<file path="config.mk">
export PLATFORM = sky130hd
export DESIGN_NAME = instr_fetch_unit_flat
export DESIGN_NICKNAME = d
export VERILOG_FILES = /design/src/rtl/instr_fetch_unit_if.sv /design/src/rtl/instr_fetch_unit.sv /design/src/flat_wrapper.sv
export SDC_FILE = /design/constraint.sdc
export NUM_CORES = 1
export LEC_CHECK = 0
export ABC_AREA = 1
export CAP_MARGIN = 20
export CORE_ASPECT_RATIO = 1.5
export CORE_UTILIZATION = 50
export CTS_CLUSTER_SIZE = 10
export DETAILED_ROUTE_END_ITERATION = 10
export DONT_BUFFER_PORTS = 1
export MAX_ROUTING_LAYER = met4
export SKIP_LAST_GASP = 1
export SYNTH_ARGS = -nofsm -noshare
export SYNTH_HDL_FRONTEND = slang
export SYNTH_SLANG_ARGS = --single-unit
</file>
<file path="constraint.sdc">
create_clock -name clk -period 3.3 [get_ports clk]
set_clock_uncertainty 0.05 [all_clocks]
set_input_delay 0.33 -clock clk [delete_from_list [all_inputs] [get_ports clk]]
set_output_delay 0.33 -clock clk [all_outputs]
set_load 0.02 [all_outputs]
</file>
<file path="src/rtl/instr_fetch_unit_if.sv">
// ----------------------------------------------------------------------------
// instr_fetch_unit_if
// Purpose : opcode/funct handshake bus between the instruction fetch unit
//           (producer, master) and the control decoder (consumer, slave).
// Signals : instr  [31:0]      current instruction word
//           opcode [5:0]       instr[31:26]
//           funct  [5:0]       instr[5:0]
//           valid              instr/opcode/funct/pc valid for the decoder
//           ready              decoder accepts the current instruction
//           pc     [ADDR_W-1:0] address of the instruction held in instr
// ----------------------------------------------------------------------------
interface instr_fetch_unit_if #(
   parameter int ADDR_W = 5
);

   logic [31:0]       instr;
   logic [5:0]        opcode;
   logic [5:0]        funct;
   logic              valid;
   logic              ready;
   logic [ADDR_W-1:0] pc;

   modport master (
      output instr,
      output opcode,
      output funct,
      output valid,
      output pc,
      input  ready
   );

   modport slave (
      input  instr,
      input  opcode,
      input  funct,
      input  valid,
      input  pc,
      output ready
   );

endinterface

</file>
<file path="src/rtl/instr_fetch_unit.sv">
// ----------------------------------------------------------------------------
// instr_fetch_unit
// Purpose : small loadable instruction memory plus program counter sequencer
//           that issues 32-bit instruction words to the control decoder over
//           a valid/ready handshake and stops on HALT_WORD.
// Ports   : clk, rst        clock and asynchronous active-high reset
//           start           begin execution at address 0 (IDLE/DONE only)
//           ld_we/ld_addr/ld_data  loader write port (IDLE/DONE only)
//           busy            high in FETCH or ISSUE
//           done            high in DONE (HALT reached)
//           retired_cnt     accepted-instruction counter (INSTR_COUNT_EN only)
//           dec             master side of instr_fetch_unit_if
// Options : define INSTR_COUNT_EN to add the retired_cnt output and counter.
// ----------------------------------------------------------------------------
module instr_fetch_unit #(
   parameter int          ADDR_W    = 5,
   parameter logic [31:0] HALT_WORD = 32'h0000_000D
) (
   input  logic              clk,
   input  logic              rst,
   input  logic              start,
   input  logic              ld_we,
   input  logic [ADDR_W-1:0] ld_addr,
   input  logic [31:0]       ld_data,
   output logic              busy,
   output logic              done,
`ifdef INSTR_COUNT_EN
   output logic [15:0]       retired_cnt,
`endif
   instr_fetch_unit_if.master dec
);

   localparam int DEPTH = 2 ** ADDR_W;

   typedef enum logic [1:0] {
      IDLE  = 2'd0,
      FETCH = 2'd1,
      ISSUE = 2'd2,
      DONE  = 2'd3
   } state_t;

   state_t            r_state;
   state_t            w_nextState;
   logic [ADDR_W-1:0] r_pc;
   logic [31:0]       r_ir;
   logic [31:0]       r_mem [DEPTH];

   logic w_isHalt;
   logic w_valid;
   logic w_startAccept;
   logic w_pcInc;
   logic w_ldEn;

   // The HALT check looks straight at the instruction register so that a
   // HALT word never produces a valid pulse, not even for one cycle.
   assign w_isHalt = (r_ir == HALT_WORD);

   // The loader only owns the memory while the sequencer is parked, so a
   // program can never be modified underneath a running fetch.
   assign w_ldEn = ld_we && ((r_state == IDLE) || (r_state == DONE));

   // Next-state and handshake decode. valid comes purely from the state and
   // the IR, which makes it fall together with the asynchronous reset.
   always_comb begin
      w_nextState   = r_state;
      w_valid       = 1'b0;
      w_startAccept = 1'b0;
      w_pcInc       = 1'b0;
      unique case (r_state)
         IDLE, DONE: begin
            if (start) begin
               w_startAccept = 1'b1;
               w_nextState   = FETCH;
            end
         end
         FETCH: begin
            w_nextState = ISSUE;
         end
         ISSUE: begin
            if (w_isHalt) begin
               w_nextState = DONE;
            end else begin
               w_valid = 1'b1;
               if (dec.ready) begin
                  w_pcInc     = 1'b1;
                  w_nextState = FETCH;
               end
            end
         end
         default: begin
            w_nextState = IDLE;
         end
      endcase
   end

   // State, PC and instruction register. The PC wraps naturally at
   // 2**ADDR_W, and the IR is only loaded in FETCH so it stays frozen while
   // the decoder stalls the ISSUE cycle.
   always_ff @(posedge clk or posedge rst) begin
      if (rst) begin
         r_state <= IDLE;
         r_pc    <= '0;
         r_ir    <= '0;
      end else begin
         r_state <= w_nextState;
         if (w_startAccept) begin
            r_pc <= '0;
         end else if (w_pcInc) begin
            r_pc <= r_pc + ADDR_W'(1);
         end
         if (r_state == FETCH) begin
            r_ir <= r_mem[r_pc];
         end
      end
   end

   // Instruction memory write port. It has no reset so a program survives a
   // mid-run reset. A write in the same cycle as start lands on the same edge
   // that enters FETCH, so the following FETCH edge already sees it.
   always_ff @(posedge clk) begin
      if (w_ldEn) begin
         r_mem[ld_addr] <= ld_data;
      end
   end

`ifdef INSTR_COUNT_EN
   logic [15:0] r_retiredCnt;

   // Counts accepted instructions for the current run; HALT never asserts
   // valid, so it is naturally excluded.
   always_ff @(posedge clk or posedge rst) begin
      if (rst) begin
         r_retiredCnt <= '0;
      end else if (w_startAccept) begin
         r_retiredCnt <= '0;
      end else if (w_valid && dec.ready) begin
         r_retiredCnt <= r_retiredCnt + 16'd1;
      end
   end

   assign retired_cnt = r_retiredCnt;
`endif

   // Decoder-facing outputs; opcode and funct are plain slices of the IR.
   assign dec.instr  = r_ir;
   assign dec.opcode = r_ir[31:26];
   assign dec.funct  = r_ir[5:0];
   assign dec.valid  = w_valid;
   assign dec.pc     = r_pc;

   assign busy = (r_state == FETCH) || (r_state == ISSUE);
   assign done = (r_state == DONE);

endmodule
</file>
<file path="src/flat_wrapper.sv">
// flat-port wrapper written by rule: the top's interface ports become plain ports
module instr_fetch_unit_flat 
#(
   parameter int          ADDR_W    = 5,
   parameter logic [31:0] HALT_WORD = 32'h0000_000D
)
  (clk, rst, start, ld_we, ld_addr, ld_data, busy, done, dec_instr, dec_opcode, dec_funct, dec_valid, dec_pc, dec_ready);
  instr_fetch_unit_if #(.ADDR_W(ADDR_W)) dec_i ();
  input  logic clk;
  input  logic rst;
  input  logic start;
  input  logic ld_we;
  input  logic [ADDR_W-1:0] ld_addr;
  input  logic [31:0] ld_data;
  output logic busy;
  output logic done;
  output wire logic [$bits(dec_i.instr)-1:0] dec_instr;
  output wire logic [$bits(dec_i.opcode)-1:0] dec_opcode;
  output wire logic [$bits(dec_i.funct)-1:0] dec_funct;
  output wire logic [$bits(dec_i.valid)-1:0] dec_valid;
  output wire logic [$bits(dec_i.pc)-1:0] dec_pc;
  input wire logic [$bits(dec_i.ready)-1:0] dec_ready;
  assign dec_instr = dec_i.instr;
  assign dec_opcode = dec_i.opcode;
  assign dec_funct = dec_i.funct;
  assign dec_valid = dec_i.valid;
  assign dec_pc = dec_i.pc;
  assign dec_i.ready = dec_ready;
  instr_fetch_unit #(.ADDR_W(ADDR_W), .HALT_WORD(HALT_WORD)) u_core (.clk(clk), .rst(rst), .start(start), .ld_we(ld_we), .ld_addr(ld_addr), .ld_data(ld_data), .busy(busy), .done(done), .dec(dec_i));
endmodule
</file>
Yosys cells after proc, flatten, opt, wreduce, memory -nomap -nowiden. Memory sizes are Yosys's and may differ from the RTL's. A register that Yosys moved wholly into a read port is not among the register bits. Cells that the tools add are included.

Word-level logic and storage cells: 32. Input port bits: 42. Latch bits: 0. Bits in writable memories: 1024. Register bits after elaboration: 7. Output and inout bits: 52. Memory bits (read-only): 0. Memories kept: 1.

Multipliers: 0. Bitwise operators: 0. $lt $le $gt $ge: 0. Mux-type cells: 15. Divide/modulo/power cells: 0. Equality and inequality tests: 6. $add $sub $neg: 1. Shift operators: 0. Reduce and logical (&&, ||, !) cells: 7.

Memory list: u_core.r_mem (depth 32, width 32, rd ports 1, clocked after Yosys merged registers in 1, write ports 1, line instr_fetch_unit.sv:46) `logic [31:0] r_mem [DEPTH];`.

Operators by type and width (count): $eq A32 B4 Y1 const B (1); $mux W5 (2); $mux W1 (9); $mux W2 (3); $pmux W2 S3 (1); $add A5 B1 Y5 const B (1); $eq A2 B2 Y1 const B (2); $ne A3 B2 Y1 const B (1); $eq A2 B1 Y1 const B (1); $logic_not A2 Y1 (1); $logic_or A1 B1 Y1 (2); $ne A2 B2 Y1 const B (1); $reduce_and A2 Y1 (1); $reduce_bool A2 Y1 (1); $reduce_or A2 Y1 (1); $logic_and A1 B1 Y1 (1).

Logic depth before layout (Yosys ltp). Gate-level depths: netlist (run 1).

Depth after elaboration: 5. Gate-level depth with buffers: 13. Gate-level depth less buffers: 10.

Worst setup path before layout (run 1). No wires, ideal clock.

Path kind: register to register. Start point: register u_core.r_state[0]. End point: memory u_core.r_mem[0][0], enable pin. Period minus slack after synthesis: 2928 ps. Path buffers: 0. Arrival time: 2457 ps. Cell stages (with the launch flop): 7. Slack: 372 ps. Data required time: 2829 ps. Setup time: 421 ps. Path through: dfrtp_1 -> inv_1 -> ha_1 -> nand2_1 -> inv_1 -> nand3_1 -> nor2_1.

Cells in the longest elaborated chain, start to end: 5. Elaborated cells between the ends (all ways): 6. Classes of those cells: eq/ne (1); mux (2); reduce/logical (3).

Ends and longest elaborated chain: start, declared (line instr_fetch_unit.sv:42) `state_t r_state;`; start signal, assigned (line instr_fetch_unit.sv:105) `r_state <= w_nextState;`; $eq A2 B2 Y1 / $logic_not A2 Y1 (equally long branches) (line instr_fetch_unit.sv:60) `assign w_ldEn = ld_we && ((r_state == IDLE) || (r_state == DONE));`; $logic_or A1 B1 Y1 * (line instr_fetch_unit.sv:60); $logic_and A1 B1 Y1 * (line instr_fetch_unit.sv:60); $mux W1 * (line instr_fetch_unit.sv:121) `if (w_ldEn) begin`; $mux W1 (not written as such) * (line instr_fetch_unit.sv:122) `r_mem[ld_addr] <= ld_data;`; end, declared (line instr_fetch_unit.sv:46).

Every way passes the cells marked *; elsewhere a longest branch is shown, timed or not.

Worst setup path after layout (run 1).
Start point: register u_core.r_ir[29], in the netlist u_core.dec.instr[29], read port of u_core.r_mem. End point: output dec_valid.

Cells in the longest elaborated chain, start to end: 3.

Ends and longest elaborated chain: start, declared (line instr_fetch_unit.sv:45) `logic [31:0] r_ir;`; $eq A32 B4 Y1 (line instr_fetch_unit.sv:56) `assign w_isHalt = (r_ir == HALT_WORD);`; $mux W1 (line instr_fetch_unit.sv:80) `if (w_isHalt) begin`; $mux W1 (line instr_fetch_unit.sv:69) `unique case (r_state)`; end, declared (line flat_wrapper.sv:20) `output wire logic [$bits(dec_i.valid)-1:0] dec_valid;`.

No other way between the ends.

==> reports/results.tsv, run 1 <==
metric	value	unit
outcome	finished, final reports clean	
ys flop type	edfxtp_1	
register bit total from synthesis	1063	
Tot GR Track Use	28.9	%
final worst slack	227	ps
Async S/R FF share, synth	3.67	%
EDFF count, synth	1024	
clock share of power	31.2	%
Via density	5.38	
H-tree lvl count	3	
synth warn	0	
setup repair bufs after CTS	0	
fin crit share	93.1	%
cell mode on critical path	nor2_1	
area grow syn2layout	13.8	%
Slew HR	28.0	%
combinational share of power	26.6	%
top-area cell type share of the netlist area	68.9	%
# resized after CTS	0	
Chip Width	246	um
Data arrival, critical path	2690	ps
Int Pwr	25.1	mW
Area contributors post-synth	edfxtp_1, nand2_1, nand3_1	
Setup CP Type	flip-flop to output pin	
DP Wirelength	68.4	mm
post-place instance area	0.0465	mm^2
final hold violation count	0	
Finished Layout Cells	5482	
register clock-pin slew on the reported worst setup and hold paths	60	ps
post-place setup slack	691	ps
RSZ-0062 raised after global routing	no	
Post-Syn Nets	4214	
Design Area, Final	0.0508	mm^2
P_leak	20.2	nW
Placed Instances	5200	
CTS tree	done	
Final Critical Period	3070	ps
power per standard cell area	755	mW/mm^2
clk buf depth	3	
Placer Congestion	0.824	
Setup Viol. Count Final	0	
Cell Area, Synth	0.0446	mm^2
most instantiated cells after synthesis	nand2_1, edfxtp_1, nand3_1	
Antenna Nets Post-Route	0	
drc violations	0	
pin count of the biggest net entering global routing	145	
max-cap violation count	0	
clk_lat worst skew	720	ps
CTS root buf	clkbuf_16	
Max Freq	325	MHz
WL/cell	22.8	um
Die ar.	0.0905	mm^2
Final Slew Violations	0	
clock sink total	1063	
Setup TNS	0	ps
Worst-Margin Slew	1080	ps
hold_buf cts	48	
area leader, netlist	edfxtp_1	
Seq/Total Area, Yosys	71.1	%
FP Rows	133	
initial antenna violation count	4	
CP endpoint kind	output pin	
count leader, synth	nand2_1	
Detailed Route Iter0 Violations	2658	
Seq pwr share	42.1	%
global-route wire length before repair	185	mm
Vias	29500	
Worst EP required	2920	ps
critical-path cell list	nor2_1 -> nand4_1 -> nor2_1 -> a21oi_1 -> buf_4	
slowest stage cell, crit path	dfrtp_1	
CP max stage delay	570	ps
switching share of power	34.6	%
drt first pass iters	5	
aggregate global routing overflow	0	
Core ar.	0.0880	mm^2
Max Fanout on Critical Path	4	
hold crit path type	primary input to flip-flop	
Psw	13.3	mW
Die H	368	um
Setup crit start kind	flip-flop	
layout cell share with drive strength beyond 1	7.23	%
number of global-route vias before repair	28300	
worst ir drop on vdd	0.614	mV
total power draw	38.3	mW
Initial Util	50.7	%
port bufs	0	
Mapped Cells	4168	
I/O pin cnt	94	
nets	4278	
CTS buffer count	116	
syn avg cell area	10.7	um^2
Distinct cells, synth	19	
drt total wl	125	mm
-- flip-flops by register name (all words and copies together) (netlist names) --
| register | flops |
|---|---|
| u_core.dec.pc | 5 |
| u_core.dec.instr | 32 |
| u_core.r_mem | 1024 |
| u_core.r_state | 2 |
-- per-layer routing --
layer	routed length, um	vias to the layer above	global-route usage (%)	share of wire, %
met5	0	-	-	0
met4	4640	0	11.3	3.7
met3	9440	240	4.94	7.6
met2	61600	1079	46.7	49
met1	49100	14300	36.2	39
li1	-	13900	-	-
-- critical path, delay by kind of cell, from the launching register on --
| family | cells | cell delay [ps] |
|---|---|---|
| compound gates | 1 | 130 |
| buf+inv | 1 | 210 |
| flops | 1 | 570 |
| simple gates | 3 | 1060 |
-- power groups by stage --
stage	logic (mW)	registers [mW]	clock network, mW
CTS	10.2	16.1	12.1
global placement	9.87	16.4	0
floorplan	7.12	16.0	0
finish	10.2	16.1	12.0
detailed placement	9.92	16.4	0
global route	11.3	16.2	12.6
-- layout by cell type (no fill, tap or decap), types with 36 or more instances in the layout --
cell / n
nand2_1: 1444
edfxtp_1: 1024
nand3_1: 627
inv_1: 440
nor2_1: 210
clkbuf_16: 121
clkbuf_1: 94
buf_4: 83
a21oi_1: 69
buf_12: 45
dlygate4sd3_1: 36
-- cells by family (layout without fill, tap and decap cells) --
family	Yosys count	in the layout	synth area share, %
AO/OA/AOI/OAI	104	104	1.17
other	0	3	0
adder cells (fa/ha/maj)	4	4	0.112
AND/OR/NAND/NOR	2318	2318	21.3
flip-flops	1063	1063	71.1
buffers and inverters	679	843	6.36
-- final timing paths --
check                                      from              endpoint  slack, ps  depth (start not counted)
setup / recovery           u_core.dec.instr[29]             dec_valid        230                          5
hold reg to reg               u_core.r_state[1]     u_core.r_state[1]        510                          2
min in group asynchronous                   rst  u_core.dec.instr[12]        280                          2
hold / removal                       ld_addr[0]  u_core.r_mem[19][14]        170                          2
setup reg to reg           u_core.dec.instr[29]     u_core.r_state[0]        340                          9
max in group asynchronous                   rst   u_core.dec.instr[7]       2080                          3
-- final cells by class --
cell class	instances	area, um^2
antenna	3	7.51
clock buffer	214	3360
clock inverter	4	75.1
fill	7370	37300
inverter	448	1700
multi-input combinational	2426	10300
sequential	1063	31700
tap	1147	1440
timing repair buffer	177	2150
-- stage by stage --
stage	hold slack [ps]	utilization, %
after floorplan	379	-
after global placement	381	52.8
after detailed placement	381	52.8
after CTS	116	57.4
after global routing	174	57.7
final	169	57.7
Note: power is estimated with default switching activity, not from simulation.
==> run 2, diff against run 1 <==
--- a/config.mk
+++ b/config.mk
@@ -13,6 +13,7 @@
 export DETAILED_ROUTE_END_ITERATION = 10
 export DONT_BUFFER_PORTS = 1
 export MAX_ROUTING_LAYER = met4
+export PLACE_DENSITY = 0.65
 export SKIP_LAST_GASP = 1
 export SYNTH_ARGS = -nofsm -noshare
 export SYNTH_HDL_FRONTEND = slang
==> run 2 against run 1 <==
Net effect:
- worst hold slack got worse by 17 ps
- critical path depth is 5 higher
- register-to-register slack got worse by 250 ps
- highest routed layer unchanged
- worst setup slack lost 140 ps
- sequential share of layout area grew 0.22 points
- largest cell class unchanged
- non-clock buffer count decreased by 10
- critical endpoint is now u_core.r_state[1]
- sequential cell count unchanged
==> reports/results.tsv, run 2 (synthesis results as in run 1) <==
metric	value	unit	change
Hold EP	u_core.r_mem[21][16]		
Data arrival, critical path	3760	ps	+1070 ps
Final Slew Violations	0		unchanged
Placer Congestion	0.837		+1.6%
slowest stage cell, crit path	dlygate4sd3_1		
CTS tree	done		
Hold Crit Start	ld_addr[0]		
Detailed Route Iter0 Violations	3262		+23%
layout cell share with drive strength beyond 1	6.92	%	-0.31 points
Finished Layout Cells	5470		-0.22%
post-place setup slack	916	ps	+225 ps
cell mode on critical path	nand2_1		
FILL cells	7069		-4.1%
FP Rows	133		unchanged
Hold Crit Depth	3		+1
worst r2r path cells	10		+1
Vias	29900		+1.3%
pin count of the biggest net entering global routing	172		+19%
RSZ-0062 raised after global routing	no		
Placed Instances	5189		-0.21%
number of global-route vias before repair	28700		+1.5%
Setup CP Type	flip-flop to flip-flop		
register clock-pin slew on the reported worst setup and hold paths	60	ps	about the same
hold crit path type	primary input to flip-flop		
CTS root buf	clkbuf_16		
most frequent cells in the layout	nand2_1, edfxtp_1, nand3_1		
outcome	finished, final reports clean		
R2R setup slack	90	ps	-250 ps
CTS buffer count	116		unchanged
CP max stage delay	590	ps	+20 ps
power per standard cell area	752	mW/mm^2	-0.41%
critical-path cell list	nor2_1 -> nand4_1 -> nor2_1 -> nand2_1 -> nand2_1 -> nand2_1 -> dlygate4sd3_1 -> nand2_1 -> nand2_1 -> dlygate4sd3_1		
aggregate global routing overflow	0		unchanged
Final Critical Period	3210	ps	+141 ps
drc violations	0		unchanged
Max Freq	311	MHz	-4.4%
Tot GR Track Use	27.9	%	-0.96 points
H-tree lvl count	3		unchanged
Chip Width	246	um	unchanged
final hold violation count	0		unchanged
port bufs	0		unchanged
max-cap violation count	0		unchanged
global-route wire length before repair	181	mm	-2.2%
WL/cell	22.3	um	-2.1%
P_leak	20.1	nW	-0.48%
Setup Viol. Count Final	0		unchanged
clock sink total	1063		unchanged
clk buf depth	3		unchanged
Via density	5.46		+1.5%
nets	4268		-0.23%
final worst slack	85.7	ps	-141 ps
Setup crit start kind	flip-flop		
worst ir drop on vdd	0.668	mV	+8.8%
Worst EP required	3850	ps	+930 ps
Die H	368	um	unchanged
FF/Latch Area	0.0317	mm^2	unchanged
Setup TNS	0	ps	unchanged
fin crit share	97.4	%	+4.3 points
initial antenna violation count	2		-2
I/O pin cnt	94		unchanged
commonest non-fill, non-tap cell in the layout	nand2_1		
footprint of the multi-input gates	0.0103	mm^2	unchanged
Antenna Nets Post-Route	0		unchanged
Initial Util	50.7	%	unchanged
clk_lat worst skew	710	ps	about the same
total power draw	38.0	mW	-0.75%
drt first pass iters	5		unchanged
drt total wl	122	mm	-2.3%
CP endpoint kind	flip-flop		
Die ar.	0.0905	mm^2	unchanged
r2r endpoint	u_core.r_state[1]		
Biggest register	u_core.r_mem		
Core ar.	0.0880	mm^2	unchanged
Slew HR	23.3	%	-4.7 points
Largest register FFs	1024		unchanged
Max Fanout on Critical Path	4		unchanged
Worst-Margin Slew	1150	ps	+70.3 ps
R2R Path Start	u_core.dec.instr[29]		
DP Wirelength	66.7	mm	-2.5%
area grow syn2layout	13.4	%	
## run 2: cell count changes in the layout (fill, tap and decap cells not counted), sizes merged
cell	change
dlygate4sd3	+1
clkbuf	+3
clkinv	-1
diode	-1
buf	-13
bufinv	-1
## run 2: layout make-up
| cell class | count | share of cell area, % |
|---|---|---|
| Inverter | 448 | 3.36 |
| Antenna cell | 2 | 0.00989 |
| Clock buffer | 215 | 6.60 |
| Timing Repair Buffer | 167 | 4.05 |
| Multi-Input combinational cell | 2426 | 20.4 |
| Sequential cell | 1063 | 62.7 |
| Clock inverter | 2 | 0.0346 |
| Tap cell | 1147 | 2.84 |
## run 2: worst max-delay path, delay by kind of cell, from the launching register on
kind / cells / cell delay, ps
flip-flops: 1 / 550
buffers and inverters: 2 / 1150
AND/OR/NAND/NOR: 8 / 1350
## run 2: repair_timing
action,in CTS,in global routing
resized for setup,0,0
setup buffers,0,0
endpoints found under the hold margin,1057,0
hold buffers,52,0
## run 2: worst max path at each step
stage	start	end	slack (ps)	depth (start not counted)
final	u_core.dec.instr[29]	u_core.r_state[1]	90	10
after global routing	u_core.dec.instr[28]	u_core.r_state[1]	0.4	10
after CTS	u_core.dec.instr[29]	u_core.r_state[1]	150	10
after detailed placement	u_core.dec.pc[0]	u_core.dec.instr[23]	920	10
after global placement	u_core.dec.pc[0]	u_core.dec.instr[19]	950	9
after floorplan	u_core.r_state[0]	u_core.r_mem[0][0]	370	6
## run 2: through the flow
step | utilization (%) | hold slack (ps) | area [um^2]
floorplan | - | 379 | 44600
global placement | 52.7 | 381 | 46400
detailed placement | 52.7 | 380 | 46400
CTS | 57.2 | 120 | 50400
global route | 57.5 | 168 | 50600
finish | 57.5 | 152 | 50600
## run 2: routing by layer
layer | share of wire (%) | GRT usage, %
met1 | 38 | 33.6
met2 | 51 | 47.3
met3 | 7.5 | 4.61
met4 | 3.0 | 9.70
met5 | 0 | -
## run 2: power breakdown
group / switching (mW) / internal (mW) / leakage (nW) / total, mW
Sequential: 0.814 / 15.2 / 9.69 / 16.0
Combinational: 7.32 / 2.93 / 8.82 / 10.2
Clock: 5.05 / 6.70 / 1.59 / 11.8
